### config.mk
export PLATFORM = sky130hd
export DESIGN_NAME = wisard_bleach_flat
export DESIGN_NICKNAME = d
export VERILOG_FILES = /design/src/rtl/wisard_pkg.sv /design/src/rtl/wisard_bleach_if.sv /design/src/rtl/wisard_argmax.sv /design/src/rtl/wisard_lut.sv /design/src/rtl/wisard_bleach.sv /design/src/flat_wrapper.sv
export SDC_FILE = /design/constraint.sdc
export NUM_CORES = 1
export LEC_CHECK = 0
export BUFFER_PORTS_ARGS = -buffer_cell sky130_fd_sc_hd__buf_2
export CORE_MARGIN = 8
export CORE_UTILIZATION = 35
export CTS_CLUSTER_SIZE = 40
export DETAILED_ROUTE_END_ITERATION = 8
export PLACE_DENSITY = 0.6
export REMOVE_ABC_BUFFERS = 1
export SLEW_MARGIN = 40
export SYNTH_ARGS = -nofsm -noshare
export SYNTH_HDL_FRONTEND = slang
export SYNTH_SLANG_ARGS = --single-unit
### constraint.sdc
create_clock -name clk -period 5.17 [get_ports clk]
set_input_delay 1.034 -clock clk [delete_from_list [all_inputs] [get_ports clk]]
set_output_delay 1.034 -clock clk [all_outputs]
set_load 0.05 [all_outputs]
### src/rtl/wisard_pkg.sv
// rtl/wisard_pkg.sv - shared types and helpers for the WiSARD bleaching classifier
package wisard_pkg;

  typedef enum logic [1:0] {
    ST_ACCUM  = 2'd0,
    ST_SEARCH = 2'd1,
    ST_HOLD   = 2'd2
  } state_t;

  localparam int LANE_BUS_MAX = 1024;

  function automatic int score_w(int index_width, int lanes);
    return index_width + $clog2(lanes) + 1;
  endfunction

  function automatic logic [31:0] lane_slice(logic [LANE_BUS_MAX-1:0] bus, int lane, int aw);
    return 32'(bus >> (lane * aw)) & ((32'd1 << aw) - 32'd1);
  endfunction

endpackage

### src/rtl/wisard_bleach_if.sv
// rtl/wisard_bleach_if.sv - beat sink and result source bundle of wisard_bleach
interface wisard_bleach_if #(
  parameter int ADDRESS_WIDTH = 8,
  parameter int INDEX_WIDTH   = 6,
  parameter int LANES         = 2,
  parameter int CLASS_WIDTH   = 4,
  parameter int CNT_WIDTH     = 2
);
  import wisard_pkg::*;
  localparam int SCORE_W = score_w(INDEX_WIDTH, LANES);

  logic                           sink_valid;
  logic                           sink_ready;
  logic                           sop;
  logic                           eop;
  logic [INDEX_WIDTH-1:0]         index;
  logic [LANES*ADDRESS_WIDTH-1:0] addr;
  logic [CNT_WIDTH-1:0]           bleach;
  logic                           source_valid;
  logic                           source_ready;
  logic [CLASS_WIDTH-1:0]         class_result;
  logic [SCORE_W-1:0]             max_score;
  logic [SCORE_W-1:0]             margin;
  logic                           tie;

  modport master (
    output sink_valid, sop, eop, index, addr, bleach, source_ready,
    input  sink_ready, source_valid, class_result, max_score, margin, tie
  );

  modport slave (
    input  sink_valid, sop, eop, index, addr, bleach, source_ready,
    output sink_ready, source_valid, class_result, max_score, margin, tie
  );
endinterface

### src/rtl/wisard_argmax.sv
// rtl/wisard_argmax.sv - sequential best/second-best scan, one class per step
module wisard_argmax #(
  parameter int N_CLASSES   = 10,
  parameter int CLASS_WIDTH = 4,
  parameter int SW          = 8
) (
  input  logic                   clk,
  input  logic                   rst,
  input  logic                   i_step,
  input  logic                   i_first,
  input  logic [CLASS_WIDTH-1:0] i_k,
  input  logic [SW-1:0]          i_score,
  output logic [CLASS_WIDTH-1:0] o_class,
  output logic [SW-1:0]          o_best,
  output logic [SW-1:0]          o_margin,
  output logic                   o_tie
);
  logic [SW-1:0]          r_best;
  logic [SW-1:0]          r_second;
  logic [CLASS_WIDTH-1:0] r_class;

  // strict > keeps the lowest index on ties; second starts at 0 since scores are unsigned
  always_ff @(posedge clk or posedge rst) begin
    if (rst) begin
      r_best   <= '0;
      r_second <= '0;
      r_class  <= '0;
    end else if (i_step) begin
      if (i_first) begin
        r_best   <= i_score;
        r_second <= '0;
        r_class  <= i_k;
      end else if (i_score > r_best) begin
        r_second <= r_best;
        r_best   <= i_score;
        r_class  <= i_k;
      end else if (i_score >= r_second) begin
        r_second <= i_score;
      end
    end
  end

  assign o_class  = r_class;
  assign o_best   = r_best;
  assign o_margin = r_best - r_second;
  assign o_tie    = (N_CLASSES > 1) ? (r_best == r_second) : 1'b0;
endmodule

### src/rtl/wisard_lut.sv
// rtl/wisard_lut.sv - generated RAM contents: per-class bleaching counters keyed by {beat slot, address}
module wisard_lut #(
  parameter int I_WIDTH   = 15,
  parameter int O_WIDTH   = 20,
  parameter int CNT_WIDTH = 2
) (
  input  logic [I_WIDTH-1:0] i_key,
  output logic [O_WIDTH-1:0] o_cnt
);
  localparam int N = O_WIDTH / CNT_WIDTH;

  for (genvar c = 0; c < N; c++) begin : g_cls
    logic [31:0] w_mix;
    assign w_mix = 32'(i_key) * 32'(2 * c + 1) + 32'(c);
    assign o_cnt[c*CNT_WIDTH +: CNT_WIDTH] = CNT_WIDTH'((w_mix ^ (w_mix >> 7)) >> 2);
  end
endmodule

### src/rtl/wisard_bleach.sv
// rtl/wisard_bleach.sv - WiSARD classifier: LUT lookup, bleached score accumulation, argmax, held result
module wisard_bleach
  import wisard_pkg::*;
#(
  parameter int ADDRESS_WIDTH = 8,
  parameter int INDEX_WIDTH   = 6,
  parameter int LANES         = 2,
  parameter int N_CLASSES     = 10,
  parameter int CLASS_WIDTH   = 4,
  parameter int CNT_WIDTH     = 2
) (
  input  logic          clk,
  input  logic          rst,
  wisard_bleach_if.slave s
);
  localparam int SW = score_w(INDEX_WIDTH, LANES);
  localparam int BW = INDEX_WIDTH + $clog2(LANES);
  localparam int KW = ADDRESS_WIDTH + BW;
  localparam int OW = N_CLASSES * CNT_WIDTH;

  state_t                 r_state, w_next;
  logic [CLASS_WIDTH:0]   r_k;
  logic [SW-1:0]          r_score [N_CLASSES];
  logic [CNT_WIDTH-1:0]   r_bleach;
  logic [CLASS_WIDTH-1:0] r_class;
  logic [SW-1:0]          r_max, r_margin;
  logic                   r_tie;

  logic                   w_acc, w_last;
  logic [CNT_WIDTH-1:0]   w_thr;
  logic [OW-1:0]          w_cnt [LANES];
  logic [SW-1:0]          w_inc [N_CLASSES];
  logic [CLASS_WIDTH-1:0] w_kidx, w_am_class;
  logic [SW-1:0]          w_am_best, w_am_margin;
  logic                   w_am_tie;

  function automatic logic [SW-1:0] sat_add(logic [SW-1:0] a, logic [SW-1:0] b);
    logic [SW:0] t;
    t = {1'b0, a} + {1'b0, b};
    return t[SW] ? '1 : t[SW-1:0];
  endfunction

  assign s.sink_ready   = (r_state == ST_ACCUM);
  assign s.source_valid = (r_state == ST_HOLD);
  assign w_acc  = s.sink_valid & s.sink_ready;
  assign w_thr  = s.sop ? s.bleach : r_bleach;
  assign w_last = (r_k == (CLASS_WIDTH + 1)'(N_CLASSES));
  assign w_kidx = w_last ? '0 : r_k[CLASS_WIDTH-1:0];

  for (genvar l = 0; l < LANES; l++) begin : g_lane
    logic [BW-1:0] w_beat;
    assign w_beat = BW'(s.index) * BW'(LANES) + BW'(l);
    wisard_lut #(.I_WIDTH(KW), .O_WIDTH(OW), .CNT_WIDTH(CNT_WIDTH)) u_lut (
      .i_key({w_beat, ADDRESS_WIDTH'(lane_slice(LANE_BUS_MAX'(s.addr), l, ADDRESS_WIDTH))}),
      .o_cnt(w_cnt[l])
    );
  end

  always_comb begin
    for (int c = 0; c < N_CLASSES; c++) begin
      w_inc[c] = '0;
      for (int l = 0; l < LANES; l++) begin
        if (w_cnt[l][c*CNT_WIDTH +: CNT_WIDTH] > w_thr) w_inc[c] = w_inc[c] + SW'(1);
      end
    end
  end

  always_comb begin
    w_next = r_state;
    case (r_state)
      ST_ACCUM:  if (w_acc && s.eop) w_next = ST_SEARCH;
      ST_SEARCH: if (w_last) w_next = ST_HOLD;
      ST_HOLD:   if (s.source_ready) w_next = ST_ACCUM;
      default:   w_next = ST_ACCUM;
    endcase
  end

  always_ff @(posedge clk or posedge rst) begin
    if (rst) r_state <= ST_ACCUM;
    else     r_state <= w_next;
  end

  // r_k runs one past the last class so the finished scan is captured a cycle later
  always_ff @(posedge clk or posedge rst) begin
    if (rst) begin
      for (int c = 0; c < N_CLASSES; c++) r_score[c] <= '0;
      r_bleach <= '0;
      r_k      <= '0;
      r_class  <= '0;
      r_max    <= '0;
      r_margin <= '0;
      r_tie    <= 1'b0;
    end else begin
      if (w_acc) begin
        if (s.sop) r_bleach <= s.bleach;
        for (int c = 0; c < N_CLASSES; c++)
          r_score[c] <= s.sop ? w_inc[c] : sat_add(r_score[c], w_inc[c]);
      end
      if (r_state == ST_ACCUM)       r_k <= '0;
      else if (r_state == ST_SEARCH) r_k <= r_k + 1'b1;
      if (r_state == ST_SEARCH && w_last) begin
        r_class  <= w_am_class;
        r_max    <= w_am_best;
        r_margin <= w_am_margin;
        r_tie    <= w_am_tie;
      end
    end
  end

  wisard_argmax #(.N_CLASSES(N_CLASSES), .CLASS_WIDTH(CLASS_WIDTH), .SW(SW)) u_argmax (
    .clk      (clk),
    .rst      (rst),
    .i_step   ((r_state == ST_SEARCH) && !w_last),
    .i_first  (r_k == '0),
    .i_k      (w_kidx),
    .i_score  (r_score[w_kidx]),
    .o_class  (w_am_class),
    .o_best   (w_am_best),
    .o_margin (w_am_margin),
    .o_tie    (w_am_tie)
  );

  assign s.class_result = r_class;
  assign s.max_score    = r_max;
  assign s.margin       = r_margin;
  assign s.tie          = r_tie;
endmodule

### src/flat_wrapper.sv
// flat-port wrapper written by rule: the top's interface ports become plain ports
module wisard_bleach_flat import wisard_pkg::*;
#(
  parameter int ADDRESS_WIDTH = 8,
  parameter int INDEX_WIDTH   = 6,
  parameter int LANES         = 2,
  parameter int N_CLASSES     = 10,
  parameter int CLASS_WIDTH   = 4,
  parameter int CNT_WIDTH     = 2
)
  (clk, rst, s_sink_valid, s_sop, s_eop, s_index, s_addr, s_bleach, s_source_ready, s_sink_ready, s_source_valid, s_class_result, s_max_score, s_margin, s_tie);
  wisard_bleach_if #(.ADDRESS_WIDTH(ADDRESS_WIDTH), .INDEX_WIDTH(INDEX_WIDTH), .LANES(LANES), .CLASS_WIDTH(CLASS_WIDTH), .CNT_WIDTH(CNT_WIDTH)) s_i ();
  input  logic clk;
  input  logic rst;
  input wire logic [$bits(s_i.sink_valid)-1:0] s_sink_valid;
  input wire logic [$bits(s_i.sop)-1:0] s_sop;
  input wire logic [$bits(s_i.eop)-1:0] s_eop;
  input wire logic [$bits(s_i.index)-1:0] s_index;
  input wire logic [$bits(s_i.addr)-1:0] s_addr;
  input wire logic [$bits(s_i.bleach)-1:0] s_bleach;
  input wire logic [$bits(s_i.source_ready)-1:0] s_source_ready;
  output wire logic [$bits(s_i.sink_ready)-1:0] s_sink_ready;
  output wire logic [$bits(s_i.source_valid)-1:0] s_source_valid;
  output wire logic [$bits(s_i.class_result)-1:0] s_class_result;
  output wire logic [$bits(s_i.max_score)-1:0] s_max_score;
  output wire logic [$bits(s_i.margin)-1:0] s_margin;
  output wire logic [$bits(s_i.tie)-1:0] s_tie;
  assign s_i.sink_valid = s_sink_valid;
  assign s_i.sop = s_sop;
  assign s_i.eop = s_eop;
  assign s_i.index = s_index;
  assign s_i.addr = s_addr;
  assign s_i.bleach = s_bleach;
  assign s_i.source_ready = s_source_ready;
  assign s_sink_ready = s_i.sink_ready;
  assign s_source_valid = s_i.source_valid;
  assign s_class_result = s_i.class_result;
  assign s_max_score = s_i.max_score;
  assign s_margin = s_i.margin;
  assign s_tie = s_i.tie;
  wisard_bleach #(.ADDRESS_WIDTH(ADDRESS_WIDTH), .INDEX_WIDTH(INDEX_WIDTH), .LANES(LANES), .N_CLASSES(N_CLASSES), .CLASS_WIDTH(CLASS_WIDTH), .CNT_WIDTH(CNT_WIDTH)) u_core (.clk(clk), .rst(rst), .s(s_i));
endmodule
# --- Word-level counts from Yosys, hierarchy flattened ---
# Index checks and enable logic that the tools add are counted.
op_classes:
  add_sub_neg: 41
  n_mul: 18
  div_mod_pow: 0
  n_lt_le_gt_ge: 23
  eq_ne: 7
  shift: 0
  muxes: 58
  n_bitwise: 22
  n_reduce_logical: 12
ops:
  columns: ["op", "n"]
  rows:
  - ["$mux W8", 37]
  - ["$mul A15 B4 Y11 const B", 8]
  - ["$add A8 B8 Y9", 10]
  - ["$add A11 B3 Y11 const B", 8]
  - ["$xor A4 B4 Y4", 20]
  - ["$mul A15 B3 Y11 const B", 4]
  - ["$mul A15 B5 Y11 const B", 4]
  - ["$add A11 B2 Y11 const B", 4]
  - ["$add A11 B4 Y11 const B", 4]
  - ["$gt A2 B2 Y1", 20]
  - ["$bmux W8 S4", 1]
  - ["$mul A15 B2 Y11 const B", 2]
  - ["$add A11 B1 Y11 const B", 2]
  - ["$add A1 B1 Y2 const B", 10]
  - ["$mux W4", 3]
  - ["$mux W1", 10]
  - ["$mux W5", 2]
  - ["$eq A8 B8 Y1", 1]
  - ["$ge A8 B8 Y1", 1]
  - ["$gt A8 B8 Y1", 1]
  - ["$mux W2", 4]
  - ["$sub A8 B8 Y8", 1]
  - ["$add A7 B1 Y7 const B", 1]
  - ["$pmux W2 S3", 1]
  - ["other kinds (17)", 22]
totals:
  reg_bits: 130
  latch_bits: 0
  ramBits: 0
  rom_bits: 0
  elab_cells: 201
  memories: 0

# --- Longest topological paths before layout ---
depth:
  depth_word: 10
  depth_mapped: 27

# --- By module ---
# A second synthesis with hierarchy kept.
hier_totals:
  cells_unflattened: 1920
  area_unflattened_um2: 17934.7
modules_own_cells:
  columns: ["module", "n_inst", "cells_each", "area_each_um2", "seq_area_each_um2"]
  rows:
  - ["wisard_bleach", 1, 885, 8062.7, 2752.6]
  - ["wisard_lut (u_core.g_lane[1].u_lut)", 1, 450, 4240.3, 0.0]
  - ["wisard_lut (u_core.g_lane[0].u_lut)", 1, 441, 4115.2, 0.0]
  - ["wisard_argmax", 1, 144, 1516.5, 500.5]

# --- Worst setup path before layout ---
# Ideal clock, no wire load.
synth_path:
  kind: "input to register"
  startpoint: "input port s_addr[10]"
  endpoint: "register u_core.r_score[19] (netlist bit)"
  setup_time_ps: 77
  t_arrival_ps: 5988
  t_required_ps: 5093
  setup_slack_ps: -896
  path_stages: 23
  n_path_buf: 0
  path_cell_list: "fa_1 inv_1 fa_1 inv_1 ha_1 ha_1 a2111oi_0 o21ai_0 a31o_2 a21oi_1 xnor2_1 ha_1 a21oi_1 a21oi_1 ha_1 ha_1 inv_1 fa_1 nor2b_1 and3_1 nand4_1 a31o_2 a21oi_1"
synth_between:
  elab_chain_len: 8
synth_rtl:
  columns: ["item", "line", "text"]
  rows:
  - ["start: declaration", "flat_wrapper.sv:19", "input wire logic [$bits(s_i.addr)-1:0] s_addr;"]
  - ["$mul A15 B4 Y11", "wisard_lut.sv:14", "assign w_mix = 32'(i_key) * 32'(2 * c + 1) + 32'(c);"]
  - ["$add A11 B3 Y11", "wisard_lut.sv:14", null]
  - ["$xor A4 B4 Y4", "wisard_lut.sv:15", "assign o_cnt[c*CNT_WIDTH +: CNT_WIDTH] = CNT_WIDTH'((w_mix ^ (w_mix >> 7)) >> 2);"]
  - ["$gt A2 B2 Y1", "wisard_bleach.sv:63", "if (w_cnt[l][c*CNT_WIDTH +: CNT_WIDTH] > w_thr) w_inc[c] = w_inc[c] + SW'(1);"]
  - ["$mux W8", "wisard_bleach.sv:63", null]
  - ["$add A8 B8 Y9", "wisard_bleach.sv:39", "t = {1'b0, a} + {1'b0, b};"]
  - ["$mux W8", "wisard_bleach.sv:40", "return t[SW] ? '1 : t[SW-1:0];"]
  - ["$mux W8", "wisard_bleach.sv:97", "r_score[c] <= s.sop ? w_inc[c] : sat_add(r_score[c], w_inc[c]);"]
  - ["end signal: indexed assignment", "wisard_bleach.sv:97", null]
  - ["end: declaration", "wisard_bleach.sv:23", "logic [SW-1:0] r_score [N_CLASSES];"]
# No other way between the ends.
# A chain may end at the register's enable or synchronous reset.

# --- Worst setup path after layout ---
layout_path:
  startpoint: "input port s_addr[11]"
  endpoint: "register u_core.r_score[19] (netlist bit)"
# The elaborated chain is that of the path after synthesis.

==> qor.csv <==
stage,metric,value,unit
run_status,status,finished with violations,
run_status,violated checks,setup timing,
floorplan,die area,56900,µm²
floorplan,die width,239,µm
clock_tree,H-Tree Depth,4,
final_layout,Layout Nets,2763,
clock_tree,CTS root buf,clkbuf_16,
placement,IO buf count,48,
grt,first-pass GRT wire length,79700,µm
worst_hold_path,Min-Delay Path Class,flop to flop,
timing,Slew HR,51.8,%
pwr,Peak VDD IR,371,µV
final_layout,register area,3250,µm²
final_layout,share of layout cells above drive strength 1,32.5,%
critical_path,reg2reg start,u_core.r_k[1]$_DFFE_PP0P_,
pwr,Lkg Pwr,11.3,nW
timing,unrepaired setup endpoints after global routing,true,
critical_path,Worst Setup End Kind,flop,
timing,Worst Tran Pin Value,0.722,ns
final_layout,Antenna Cells,0,
timing,clk_skew,0.00865,ns
worst_hold_path,Hold Crit Start,u_core.s.max_score[3]$_DFFE_PP0P_,
final_layout,multi-input logic area,14700,µm²
logic_synthesis,main flop type after synthesis,dfrtp_1,
timing,min Tclk post-route,5.58,ns
logic_synthesis,#FFs+latches synth,130,
logic_synthesis,Mapped Avg Cell Area,8.92,µm²
logic_synthesis,unique cell type count in the Yosys netlist,59,
grt,initial antenna violation count,0,
final_layout,final std cells w/o fill,2950,
final_layout,fin util,48.2,%
clock_tree,cts bufs inserted,17,
logic_synthesis,Synth Warn #,0,
routing,DRT iter0 DRCs,929,
clock_tree,clock transition at the registers of the reported paths,0.06,ns
logic_synthesis,"EDFF count, synth",0,
final_layout,most frequent cells in the layout,"buf_4 (286), ha_1 (260), inv_1 (229)",
timing,worst setup margin,-0.410,ns
pwr,final total power,11.1,mW
grt,GRT Util Overall,16.9,%
placement,placed insts,2813,
floorplan,# IOs,53,
logic_synthesis,Mapped Cells,1944,
critical_path,largest fanout on the critical path,5,
pwr,Power per Cell Area,468,nW/µm²
grt,Overflow after GRT,0,
clock_tree,Max clock buf depth,2,
routing,via count,15300,
routing,WL/cell,16.6,µm
clock_tree,clk sink count,130,
final_layout,"most common cell after layout, fill and taps aside",buf_4,
routing,Post-route DRC,0,
logic_synthesis,"Async S/R FF share, synth",100,%
grt,largest net degree at the start of global routing,96,
clock_tree,latest clock arrival within the worst-skew pair,0.43,ns
floorplan,initial core utilization,35.4,%
placement,global placement routability congestion,0.860,
logic_synthesis,"Seq/Total Area, Yosys",18.8,%
routing,drt via density,5.19,
final_layout,fillers,4374,
critical_path,critical path class,input pin to flop,
timing,period utilisation layout,108,%
routing,"antenna viol nets, final",0,
grt,vias in the first global route,15900,
critical_path,Critical Path Source,s_addr[11],
final_layout,P&R area growth vs syn,36.2,%
clock_tree,clock tree from TritonCTS,done,
logic_synthesis,Post-Syn Area,17300,µm²
routing,drt first pass iters,5,
timing,Fmax,0.179,GHz
timing,"Hold Vio Cnt, Final",0,
floorplan,Die Y-Extent,239,µm
job,Max-cap violations,0,
critical_path,critical path arrival,5.93,ns
timing,Slew Limit Fails,0,
timing,final setup fails,40,
floorplan,core area,49000,µm²
floorplan,Rows,81,
critical_path,WP data required,5.52,ns
routing,final WL,49100,µm
placement,Final HPWL DP,35300,µm
clock_tree,Hold Buf Count CTS,0,
critical_path,CP Launch Type,input pin,
[through the flow]
step | instance area, µm² | setup TNS, ns | setup slack (ns) | hold slack, ns
after detailed placement | 19900 | -60.56 | -1.42 | 0.470
final | 23600 | -6.03 | -0.410 | 0.478
after global placement | 19900 | -55.64 | -1.44 | 0.461
after floorplan | 17100 | -19.97 | -0.911 | 0.443
after global routing | 23600 | -14.91 | -0.589 | 0.509
after CTS | 22500 | -6.82 | -0.368 | 0.484
[repair_timing]
action,CTS,global route
pin swaps,182,190
gates resized for setup,286,168
endpoints found under the setup margin,60,66
buffers inserted,75,40
gates cloned,1,0
[synthesized netlist by cell type (all sizes together) (2+ instances only)]
cell type / instances / area, µm²
a221o: 13 / 130
nor3: 18 / 90.1
nor3b: 2 / 15.0
o41ai: 2 / 36.3
o211ai: 6 / 45.0
fa: 85 / 1700
a41o: 18 / 180
a31o: 26 / 228
o31a: 2 / 17.5
a31oi: 31 / 194
nand2: 89 / 342
ha: 375 / 4690
mux2i: 14 / 140
nand4: 16 / 100
nor2b: 24 / 150
xnor2: 110 / 963
mux2: 7 / 78.8
and4: 8 / 70.1
o21bai: 5 / 37.5
and3: 14 / 87.6
and2: 12 / 75.1
o21ai: 107 / 536
a311oi: 8 / 88.8
buf: 21 / 111
nand3: 45 / 225
inv: 276 / 1040
dfrtp: 130 / 3250
clkbuf: 45 / 169
nor2: 54 / 205
o21a: 15 / 113
a221oi: 5 / 43.8
a21oi: 241 / 1210
a21o: 36 / 270
xor2: 26 / 228
o31ai: 4 / 30.0
a211o: 3 / 26.3
nand2b: 12 / 75.1
a211oi: 9 / 92.6
a22o: 4 / 35.0
o22a: 12 / 105
or2: 4 / 25.0
a2111oi: 2 / 17.5
[cells by family after synthesis]
logic type	share of synthesized area (%)
fa+ha+maj	36.9
simple gates	8.65
flops	18.8
xor+xnor	6.87
compound gates	20.0
mux	1.26
buf+inv	7.59
[area by class of cell]
| cell class | count | area share [%] |
|---|---|---|
| multi-input cells | 1472 | 62.1 |
| repair buffers | 376 | 13.5 |
| clock buffers | 20 | 1.93 |
| inverters | 276 | 4.53 |
| well taps | 664 | 3.52 |
| clock inverters | 12 | 0.662 |
| flip-flops and latches | 130 | 13.8 |
[critical path: stages]
cell and delay (ns):
buf_12 0.11, fa_1 0.56, inv_2 0.04, fa_1 0.49, inv_2 0.05, ha_4 0.23, ha_4 0.22, a2111oi_4 0.32
o21ai_1 0.10, a31o_2 0.22, a21oi_2 0.13, xnor2_1 0.13, ha_1 0.27, a21oi_2 0.18, a21oi_4 0.07, ha_4 0.28
ha_4 0.13, inv_2 0.04, fa_2 0.33, nor2b_2 0.14, and3_4 0.19, nand4_1 0.21, a31o_2 0.32, a21oi_2 0.12
[worst paths after layout]
path	to	slack [ns]	cells past startpoint
worst max-delay path	u_core.r_score[19]$_DFFE_PP0P_	-0.41	24
worst min-delay path	u_core.s.max_score[3]$_DFFE_PP0P_	0.48	2
max in group asynchronous	u_core.u_argmax.o_best[1]$_DFFE_PP0P_	3.51	3
worst min register to register	u_core.s.max_score[3]$_DFFE_PP0P_	0.48	2
worst max register to register	u_core.u_argmax.r_second[3]$_DFFE_PP0P_	0.33	14
min in group asynchronous	u_core.s.class_result[1]$_DFFE_PP0P_	0.70	2
[power breakdown]
part	leakage, nW	internal (mW)	switching, mW
registers	1.75	1.28	0.290
logic	9.22	3.86	4.37
clock network	0.300	0.785	0.465
[registers in the layout (all words and copies together), names as in the netlist, 2 cells and up]
signal                    flops
u_core.r_score               80
u_core.s.class_result         4
u_core.s.max_score            8
u_core.u_argmax.r_second      8
u_core.r_state                2
u_core.r_k                    5
u_core.u_argmax.o_class       4
u_core.u_argmax.o_best        8
u_core.s.margin               8
u_core.r_bleach               2
[metal layers]
| layer | global-route usage (%) | vias to the layer above | part of all wire [%] |
|---|---|---|---|
| met2 | 29.8 | 296 | 50 |
| li1 | - | 7450 | - |
| met4 | 5.43 | 0 | 2.5 |
| met3 | 2.21 | 100 | 3.6 |
| met1 | 21.3 | 7460 | 44 |
| met5 | 0 | - | 0 |
(Power assumes the default switching activity.)
